$ cat src/rtl/mips_pkg.sv
// Shared MIPS encodings, issue-controller state type and legal-set helpers
// used by the ALU issue controller and its decoder.
package mips_pkg;

   localparam logic [5:0] OP_RTYPE = 6'h00;
   localparam logic [5:0] OP_ADDI  = 6'h08;
   localparam logic [5:0] OP_ADDIU = 6'h09;
   localparam logic [5:0] OP_SLTI  = 6'h0A;
   localparam logic [5:0] OP_SLTIU = 6'h0B;
   localparam logic [5:0] OP_ANDI  = 6'h0C;
   localparam logic [5:0] OP_ORI   = 6'h0D;
   localparam logic [5:0] OP_XORI  = 6'h0E;
   localparam logic [5:0] OP_LUI   = 6'h0F;

   localparam logic [5:0] FN_SLL  = 6'h00;
   localparam logic [5:0] FN_SRL  = 6'h02;
   localparam logic [5:0] FN_SRA  = 6'h03;
   localparam logic [5:0] FN_SLLV = 6'h04;
   localparam logic [5:0] FN_SRLV = 6'h06;
   localparam logic [5:0] FN_ADD  = 6'h20;
   localparam logic [5:0] FN_ADDU = 6'h21;
   localparam logic [5:0] FN_SUB  = 6'h22;
   localparam logic [5:0] FN_SUBU = 6'h23;
   localparam logic [5:0] FN_AND  = 6'h24;
   localparam logic [5:0] FN_OR   = 6'h25;
   localparam logic [5:0] FN_XOR  = 6'h26;
   localparam logic [5:0] FN_NOR  = 6'h27;
   localparam logic [5:0] FN_SLT  = 6'h2A;
   localparam logic [5:0] FN_SLTU = 6'h2B;

   typedef enum logic [2:0] {
      ST_IDLE,
      ST_READ,
      ST_WAIT,
      ST_EXEC,
      ST_WB
   } state_t;

   // NOR is deliberately absent: the downstream ALU does not implement it.
   function automatic logic is_legal_funct(input logic [5:0] funct);
      case (funct)
         FN_SLL, FN_SRL, FN_SRA, FN_SLLV, FN_SRLV,
         FN_ADD, FN_ADDU, FN_SUB, FN_SUBU,
         FN_AND, FN_OR, FN_XOR, FN_SLT, FN_SLTU: return 1'b1;
         default:                                return 1'b0;
      endcase
   endfunction

   function automatic logic is_legal_iop(input logic [5:0] op);
      return (op >= OP_ADDI) && (op <= OP_LUI);
   endfunction

   function automatic logic is_sign_ext_iop(input logic [5:0] op);
      return (op >= OP_ADDI) && (op <= OP_SLTIU);
   endfunction

endpackage

$ cat src/rtl/alu_issue_decode.sv
// Pure combinational decode of a MIPS word into ALU controls, register
// fields, extended immediate and destination.
import mips_pkg::*;

module alu_issue_decode (
   input  logic [31:0] instr,
   output logic        legal,
   output logic        sig,
   output logic [5:0]  opcode,
   output logic [4:0]  shamt,
   output logic [4:0]  rs,
   output logic [4:0]  rt,
   output logic [4:0]  dest,
   output logic        use_imm,
   output logic [31:0] imm_ext,
   output logic        ovf_check
);

   logic [5:0] op;
   logic [5:0] funct;

   assign op    = instr[31:26];
   assign funct = instr[5:0];
   assign rs    = instr[25:21];
   assign rt    = instr[20:16];

   always_comb begin
      legal     = 1'b0;
      sig       = 1'b0;
      opcode    = '0;
      shamt     = '0;
      dest      = '0;
      use_imm   = 1'b0;
      imm_ext   = '0;
      ovf_check = 1'b0;
      if (op == OP_RTYPE && is_legal_funct(funct)) begin
         legal     = 1'b1;
         sig       = 1'b1;
         opcode    = funct;
         shamt     = instr[10:6];
         dest      = instr[15:11];
         ovf_check = (funct == FN_ADD) || (funct == FN_SUB);
      end else if (is_legal_iop(op)) begin
         legal     = 1'b1;
         opcode    = op;
         dest      = instr[20:16];
         use_imm   = 1'b1;
         imm_ext   = is_sign_ext_iop(op) ? {{16{instr[15]}}, instr[15:0]}
                                         : {16'h0000, instr[15:0]};
         ovf_check = (op == OP_ADDI);
      end
   end

endmodule

$ cat src/rtl/alu_issue_ctrl.sv
// Issue controller: accepts one MIPS ALU instruction at a time, reads the
// register file, drives an external ALU and writes the result back.
import mips_pkg::*;

module alu_issue_ctrl #(
   parameter int RF_SYNC = 1
) (
   input  logic        clk,
   input  logic        rst,
   input  logic        instr_valid,
   input  logic [31:0] instr,
   output logic        instr_ready,
   output logic [4:0]  rf_ra1,
   output logic [4:0]  rf_ra2,
   input  logic [31:0] rf_rd1,
   input  logic [31:0] rf_rd2,
   output logic [5:0]  alu_opcode,
   output logic        alu_sig,
   output logic [4:0]  alu_shamt,
   output logic [31:0] alu_a,
   output logic [31:0] alu_b,
   input  logic [31:0] alu_result,
   input  logic        alu_overflow,
   output logic        rf_we,
   output logic [4:0]  rf_wa,
   output logic [31:0] rf_wd,
   output logic        done,
   output logic        exc
);

   localparam logic SYNC_RF = (RF_SYNC != 0);

   state_t      state;
   state_t      next_state;
   logic [31:0] instr_q;
   logic [31:0] result_q;
   logic        ovf_q;
   logic [31:0] dec_in;
   logic        dec_legal;
   logic        dec_sig;
   logic [5:0]  dec_opcode;
   logic [4:0]  dec_shamt;
   logic [4:0]  dec_rs;
   logic [4:0]  dec_rt;
   logic [4:0]  dec_dest;
   logic        dec_use_imm;
   logic [31:0] dec_imm;
   logic        dec_ovf_check;
   logic        load_ops;
   logic        in_wb;

   // In IDLE the offered word is decoded so an illegal one can skip straight to WB.
   assign dec_in = (state == ST_IDLE) ? instr : instr_q;

   alu_issue_decode u_decode (
      .instr     (dec_in),
      .legal     (dec_legal),
      .sig       (dec_sig),
      .opcode    (dec_opcode),
      .shamt     (dec_shamt),
      .rs        (dec_rs),
      .rt        (dec_rt),
      .dest      (dec_dest),
      .use_imm   (dec_use_imm),
      .imm_ext   (dec_imm),
      .ovf_check (dec_ovf_check)
   );

   always_comb begin
      next_state = state;
      case (state)
         ST_IDLE: if (instr_valid) next_state = dec_legal ? ST_READ : ST_WB;
         ST_READ: next_state = SYNC_RF ? ST_WAIT : ST_EXEC;
         ST_WAIT: next_state = ST_EXEC;
         ST_EXEC: next_state = ST_WB;
         ST_WB:   next_state = ST_IDLE;
         default: next_state = ST_IDLE;
      endcase
   end

   // Operands are valid on the last cycle before EXEC in either RF mode.
   assign load_ops = (next_state == ST_EXEC) && (state != ST_EXEC);

   always_ff @(posedge clk or posedge rst) begin
      if (rst) begin
         state      <= ST_IDLE;
         instr_q    <= '0;
         alu_opcode <= '0;
         alu_sig    <= 1'b0;
         alu_shamt  <= '0;
         alu_a      <= '0;
         alu_b      <= '0;
         result_q   <= '0;
         ovf_q      <= 1'b0;
      end else begin
         state <= next_state;
         if (state == ST_IDLE && instr_valid) begin
            instr_q <= instr;
         end
         if (load_ops) begin
            alu_opcode <= dec_opcode;
            alu_sig    <= dec_sig;
            alu_shamt  <= dec_shamt;
            alu_a      <= rf_rd1;
            alu_b      <= dec_use_imm ? dec_imm : rf_rd2;
         end
         if (state == ST_EXEC) begin
            result_q <= alu_result;
            ovf_q    <= alu_overflow && dec_ovf_check;
         end
         if (state == ST_WB) begin
            alu_opcode <= '0;
            alu_sig    <= 1'b0;
            alu_shamt  <= '0;
            alu_a      <= '0;
            alu_b      <= '0;
            result_q   <= '0;
            ovf_q      <= 1'b0;
         end
      end
   end

   assign in_wb       = (state == ST_WB);
   assign instr_ready = (state == ST_IDLE) && !rst;
   assign rf_ra1      = (state == ST_READ || state == ST_WAIT) ? dec_rs : '0;
   assign rf_ra2      = (state == ST_READ || state == ST_WAIT) ? dec_rt : '0;
   assign done        = in_wb;
   assign exc         = in_wb && (!dec_legal || ovf_q);
   assign rf_we       = in_wb && dec_legal && !ovf_q && (dec_dest != 5'd0);
   assign rf_wa       = (in_wb && dec_legal) ? dec_dest : '0;
   assign rf_wd       = rf_we ? result_q : '0;

endmodule

$ cat config.mk
export PLATFORM = sky130hd
export DESIGN_NAME = alu_issue_ctrl
export DESIGN_NICKNAME = d
export VERILOG_FILES = /design/src/rtl/mips_pkg.sv /design/src/rtl/alu_issue_decode.sv /design/src/rtl/alu_issue_ctrl.sv
export SDC_FILE = /design/constraint.sdc
export NUM_CORES = 1
export LEC_CHECK = 0
export ABC_AREA = 1
export CAP_MARGIN = 5
export CELL_PAD_IN_SITES_DETAIL_PLACEMENT = 1
export CELL_PAD_IN_SITES_GLOBAL_PLACEMENT = 1
export CORE_MARGIN = 10
export CORE_UTILIZATION = 25
export DETAILED_ROUTE_END_ITERATION = 8
export PLACE_DENSITY_LB_ADDON = 0.1
export SYNTH_ARGS = -nofsm -noshare
export SYNTH_HDL_FRONTEND = slang
export SYNTH_SLANG_ARGS = --single-unit
$ cat constraint.sdc
create_clock -name clk -period 5.7 [get_ports clk]
set_input_delay 1.14 -clock clk [delete_from_list [all_inputs] [get_ports clk]]
set_output_delay 1.14 -clock clk [all_outputs]
set_load 0.05 [all_outputs]
Yosys cells after proc, flatten, opt, wreduce, memory -nomap -nowiden
Memory sizes are Yosys's and may differ from the RTL's.
Index checks and enable logic that the tools add are counted.
- bits in registers: 144
- memories kept: 1
- output and inout port bits: 127
- input bits: 132
- logic and storage cells: 81
- bits in read-only memories: 64
- memory list (memory ; words ; bits a word ; read ports ; clocked after Yosys merged registers in ; write ports ; line ; text):
    (name not given) ; 64 ; 1 ; 1 ; 0 ; 0 ; mips_pkg.sv:41 ; case (funct)
- equal/unequal tests: 9
- order comparisons: 3
- reduce and logical (&&, ||, !) cells: 22
- muxes and demuxes: 37
- operators with widths (cell ; count):
    32-bit two-way mux ; 12
    5-bit two-way mux ; 8
    6-bit two-way mux ; 4
    6-bit equality test, second input constant ; 2
    6-bit by 4-bit <= comparator with 1-bit output, second input constant ; 2
    3-bit one-hot mux with 4 select lines ; 1
    1-bit logical AND ; 11
    1-bit two-way mux ; 10
    3-bit by 2-bit equality test with 1-bit output, second input constant ; 3
    6-bit by 4-bit equality test with 1-bit output, second input constant ; 1
    6-bit by 4-bit greater-or-equal comparator with 1-bit output, second input constant ; 1
    6-bit logical NOT ; 1
    3-bit two-way mux ; 2
    5-bit nonzero test ; 1
    2-bit nonzero test ; 2
    3-bit by 1-bit equality test with 1-bit output, second input constant ; 1
    3-bit equality test, second input constant ; 1
    1-bit logical NOT ; 3
    3-bit logical NOT ; 1
    1-bit logical OR ; 3
    3-bit by 2-bit != test with 1-bit output, second input constant ; 1

Logic depth before layout (Yosys ltp)
- depth in word-level cells: 13
- depth in mapped cells: 17
- gate-level depth less buffers: 15

Modules after synthesis
Synthesis repeated with hierarchy kept, for this count alone.
- cell total of the unflattened synthesis: 1000
- area, all modules: 7308.3 um2
- modules (own cells, without submodules) (module ; times used ; cells each ; sequential area each (um2) ; area each (um2)):
    alu_issue_ctrl ; 1 ; 875 ; 3603.5 ; 6682.7
    alu_issue_decode ; 1 ; 125 ; 0.0 ; 625.6

Worst setup path after synthesis
Ideal clock, no wire load.
- path kind: in2out
- start point: input port instr[30]
- end point: output port rf_wd[0]
- data arrival time: 2816 ps
- stages on the path: 11
- buffers on the path: 0
- required time: 4560 ps
- setup slack: 1744 ps
- cell sequence: inv_1 -> nand2_1 -> o21ai_2 -> nand2_1 -> nor2_4 -> nand2_4 -> nand2_4 -> nand2_4 -> nor2_4 -> nand2_4 -> nor2_1
- word-level cells in the longest chain between the ends: 9
- elaborated cells between the ends (all ways): 15
- those cells by class: order compare (2); mux (6); reduce/logical (7)
- RTL lines (element ; line ; text):
    start: declaration ; alu_issue_ctrl.sv:11 ; input logic [31:0] instr,
    32-bit two-way mux (*) ; alu_issue_ctrl.sv:53 ; assign dec_in = (state == ST_IDLE) ? instr : instr_q;
    parallel branches: the longest is 6 deep, another holds 6-bit by 4-bit greater-or-equal comparator with 1-bit output ; n/a ;
    1-bit logical AND (*) ; alu_issue_ctrl.sv:129 ; assign rf_we = in_wb && dec_legal && !ovf_q && (dec_dest != 5'd0);
    32-bit two-way mux (*) ; alu_issue_ctrl.sv:131 ; assign rf_wd = rf_we ? result_q : '0;
    end: declaration ; alu_issue_ctrl.sv:26 ; output logic [31:0] rf_wd,
Every way passes the cells marked *.

Final worst setup path
- start point: input port instr[30]
- end point: output port rf_wd[1]
Same word-level chain as after synthesis.

==> metrics <==
Pint 3.05 mW; WP data arrival around 3600 ps; power per cell area 595 nW/um^2; wire per inst roughly 19 um; Avg Inst Size Synth slightly above 9 um^2; final worst slack between 900 and 1000 ps; GP Congestion roughly 0.72; critical path class in -> out; switch share 48.2%; Net Sw Power between 2 and 3 mW; Multi-input gate area 2410 um^2; initial antenna violation count 0; Post-CTS Resized 0; mapped cell area 6500 um^2; CTS clk-pin slew, worst paths ~70 ps; clk buf depth 2; total CTS buffers 17; # setup viols final 0; # rows 58; Fillers 2917; die width about 180 um; Placeable Area around 25000 um^2; Setup Fix Bufs, Post-CTS 0; Die Height around 180 um; sequential share of power 27.5%; crit path launch type input pin; status complete, no violations; Avg Vias per Cell approximately 4.4; Post-synth top flop dfrtp_1; Logic pwr share approximately 53%; CP dominant cell by count nand2_1; Final nets 1075; Post-DP HPWL 17700 um; Req. time, crit path between 4000 and 5000 ps; Fmax achieved 210 MHz; Worst VDD drop approximately 0.26 mV; vias in the first global route around 6000; Hold-fix buffers, CTS 0; worst slew pin tran 1070 ps; Final period util a little over four fifths; Crit. End Element output pin; Hold Crit Class reg -> reg; CP Max Fanout 32; number of port buffers between 200 and 300; critical path's slowest cell buf_4; Setup TNS 0 ps; ANT cells 0; crit-path cells clkdlybuf4s50_1, inv_1, nand2_1, o21ai_2, nand2_4, nand2_1, nor2_4, nand3_1, nand2_1, nor2_1, nand3_2, nand2_4, buf_4, nor2_1, buf_4; Pre-antenna DRT Iters 4; Fin. Hold Viols 0; Tot GR Track Use 14.6%; DRT Wirelength 24300 um; unrepaired setup endpoints after global routing false; worst skew pair latency around 430 ps; layout overhead on the synthesized area 52.2%; I/O pin cnt approximately 260; Post-synth EDFFs 0; final std cells w/o fill between 1000 and 1500; Max stage delay on crit path between 500 and 600 ps; number of synthesized register bits approximately 140; clock skew 12.3 ps; syn_nets approximately 830; Final Critical Period between 4000 and 5000 ps; Vias approximately 5700; Placement Setup Slack roughly 900 ps; maxcap violations 0; synth warn 0; Clock Power Share between 10% and 20%; overall power 5.88 mW; largest net degree at the start of global routing 76; DRC viols 0; clock tree sinks between 100 and 150; initial core utilization about a quarter; Root Buffer clkbuf_16; die area 32800 um^2; Slew Limit Headroom 28.6%; layout cells sized above 1 between 10 and 15%; dpl cells roughly 1300; Mapped Cells 697; H-tree depth 4; Iter 0 DRT Violations 300; register area 3600 um^2; Seq/Total Area, Yosys between 50 and 60%; first-pass GRT wire length 37800 um; CTS tree built; final slew viol count 0; Congestion Overflow GR 0; Leak around 4.5 nW; ys async rst share 100%; antenna viol nets, final 0; synth unique cells 31
synth_stat cells (all sizes together), types with 2 or more instances:
cell / count / share of area (%)
dfrtp: 144 / 55
buf: 10 / 1.5
or2: 3 / 0.29
nor2: 96 / 7.8
mux2i: 9 / 1.4
inv: 77 / 4.4
o211ai: 2 / 0.23
nand3: 11 / 1.0
a21oi: 16 / 1.2
a22o: 39 / 5.3
nand2: 139 / 8.8
o21bai: 2 / 0.29
mux2: 10 / 1.7
o21ai: 106 / 8.5
clkbuf: 28 / 1.6
state kept, by name (all words and copies together) (netlist names):
register,count
state,3
alu_opcode,6
instr_q,32
alu_b,32
alu_shamt,5
alu_sig,1
alu_a,32
result_q,32
ovf_q,1
worst paths after layout:
kind | startpoint | endpoint | slack [ps] | depth (start not counted)
setup / recovery | instr[30] | rf_wd[1] | 950 | 15
max in group asynchronous | rst | alu_b[12] | 3420 | 3
setup reg to reg | state[0] | alu_opcode[0] | 2600 | 8
hold / removal | alu_sig | alu_sig | 480 | 2
min in group asynchronous | rst | result_q[5] | 1210 | 2
hold reg to reg | alu_sig | alu_sig | 480 | 2
critical path: cells and delay by family:
kind,cells,cell delay (ps)
buf+inv,4,1210
simple gates,10,960
compound gates,1,240
power groups by stage:
stage               logic (mW)  clock network [mW]  registers, mW
floorplan                 1.40                   0           2.32
global placement          3.14                   0           1.62
detailed placement        3.16                   0           1.64
CTS                       3.17                1.20           1.62
global route              3.39                1.24           1.67
finish                    3.11                1.16           1.62
per-layer routing:
| metal | global-route usage [%] | vias to the layer above | share of wire (%) | wire length (um) |
|---|---|---|---|---|
| met1 | 20.0 | 2760 | 48 | 11800 |
| met5 | 0 | - | 0 | 0 |
| met3 | 4.94 | 14 | 6.7 | 1620 |
| met2 | 21.6 | 171 | 44 | 10700 |
| li1 | - | 2742 | - | - |
| met4 | 3.61 | 0 | 0.95 | 231 |
cell usage in the layout (no fill, tap or decap), types with 9 or more instances in the layout:
cell,netlist,final
clkdlybuf4s50_1,0,226
dfrtp_1,144,144
nand2_1,132,131
o21ai_0,98,98
inv_1,74,72
nor2_1,64,63
a22o_1,39,39
buf_4,0,39
nor2_2,19,20
clkbuf_16,0,17
a21oi_1,16,16
nor2_4,13,13
mux2_2,10,10
mux2i_1,9,9
nand3_1,9,9
per-stage QoR:
stage / util [%] / hold slack (ps) / cell area, um^2
detailed placement: 36.5 / 474 / 9280
CTS: 38.9 / 490 / 9890
floorplan: - / 453 / 6500
finish: 38.9 / 484 / 9890
global route: 38.9 / 512 / 9890
global placement: 36.5 / 464 / 9270
cell type report:
cell class | instances | area share, %
Inverter | 77 | 2.97
Timing Repair Buffer | 265 | 25.8
Sequential cell | 144 | 36.4
Clock buffer | 18 | 4.44
Multi-Input combinational cell | 438 | 24.4
Tap cell | 330 | 4.18
Clock inverter | 14 | 1.73
cell families (layout without fill, tap and decap cells):
logic type | Yosys count | after routing | share of synthesized area (%)
compound gates | 169 | 169 | 15.9
buf+inv | 115 | 374 | 7.55
flops | 144 | 144 | 55.5
simple gates | 250 | 250 | 17.9
mux | 19 | 19 | 3.12
Note: power is estimated with default switching activity, not from simulation.
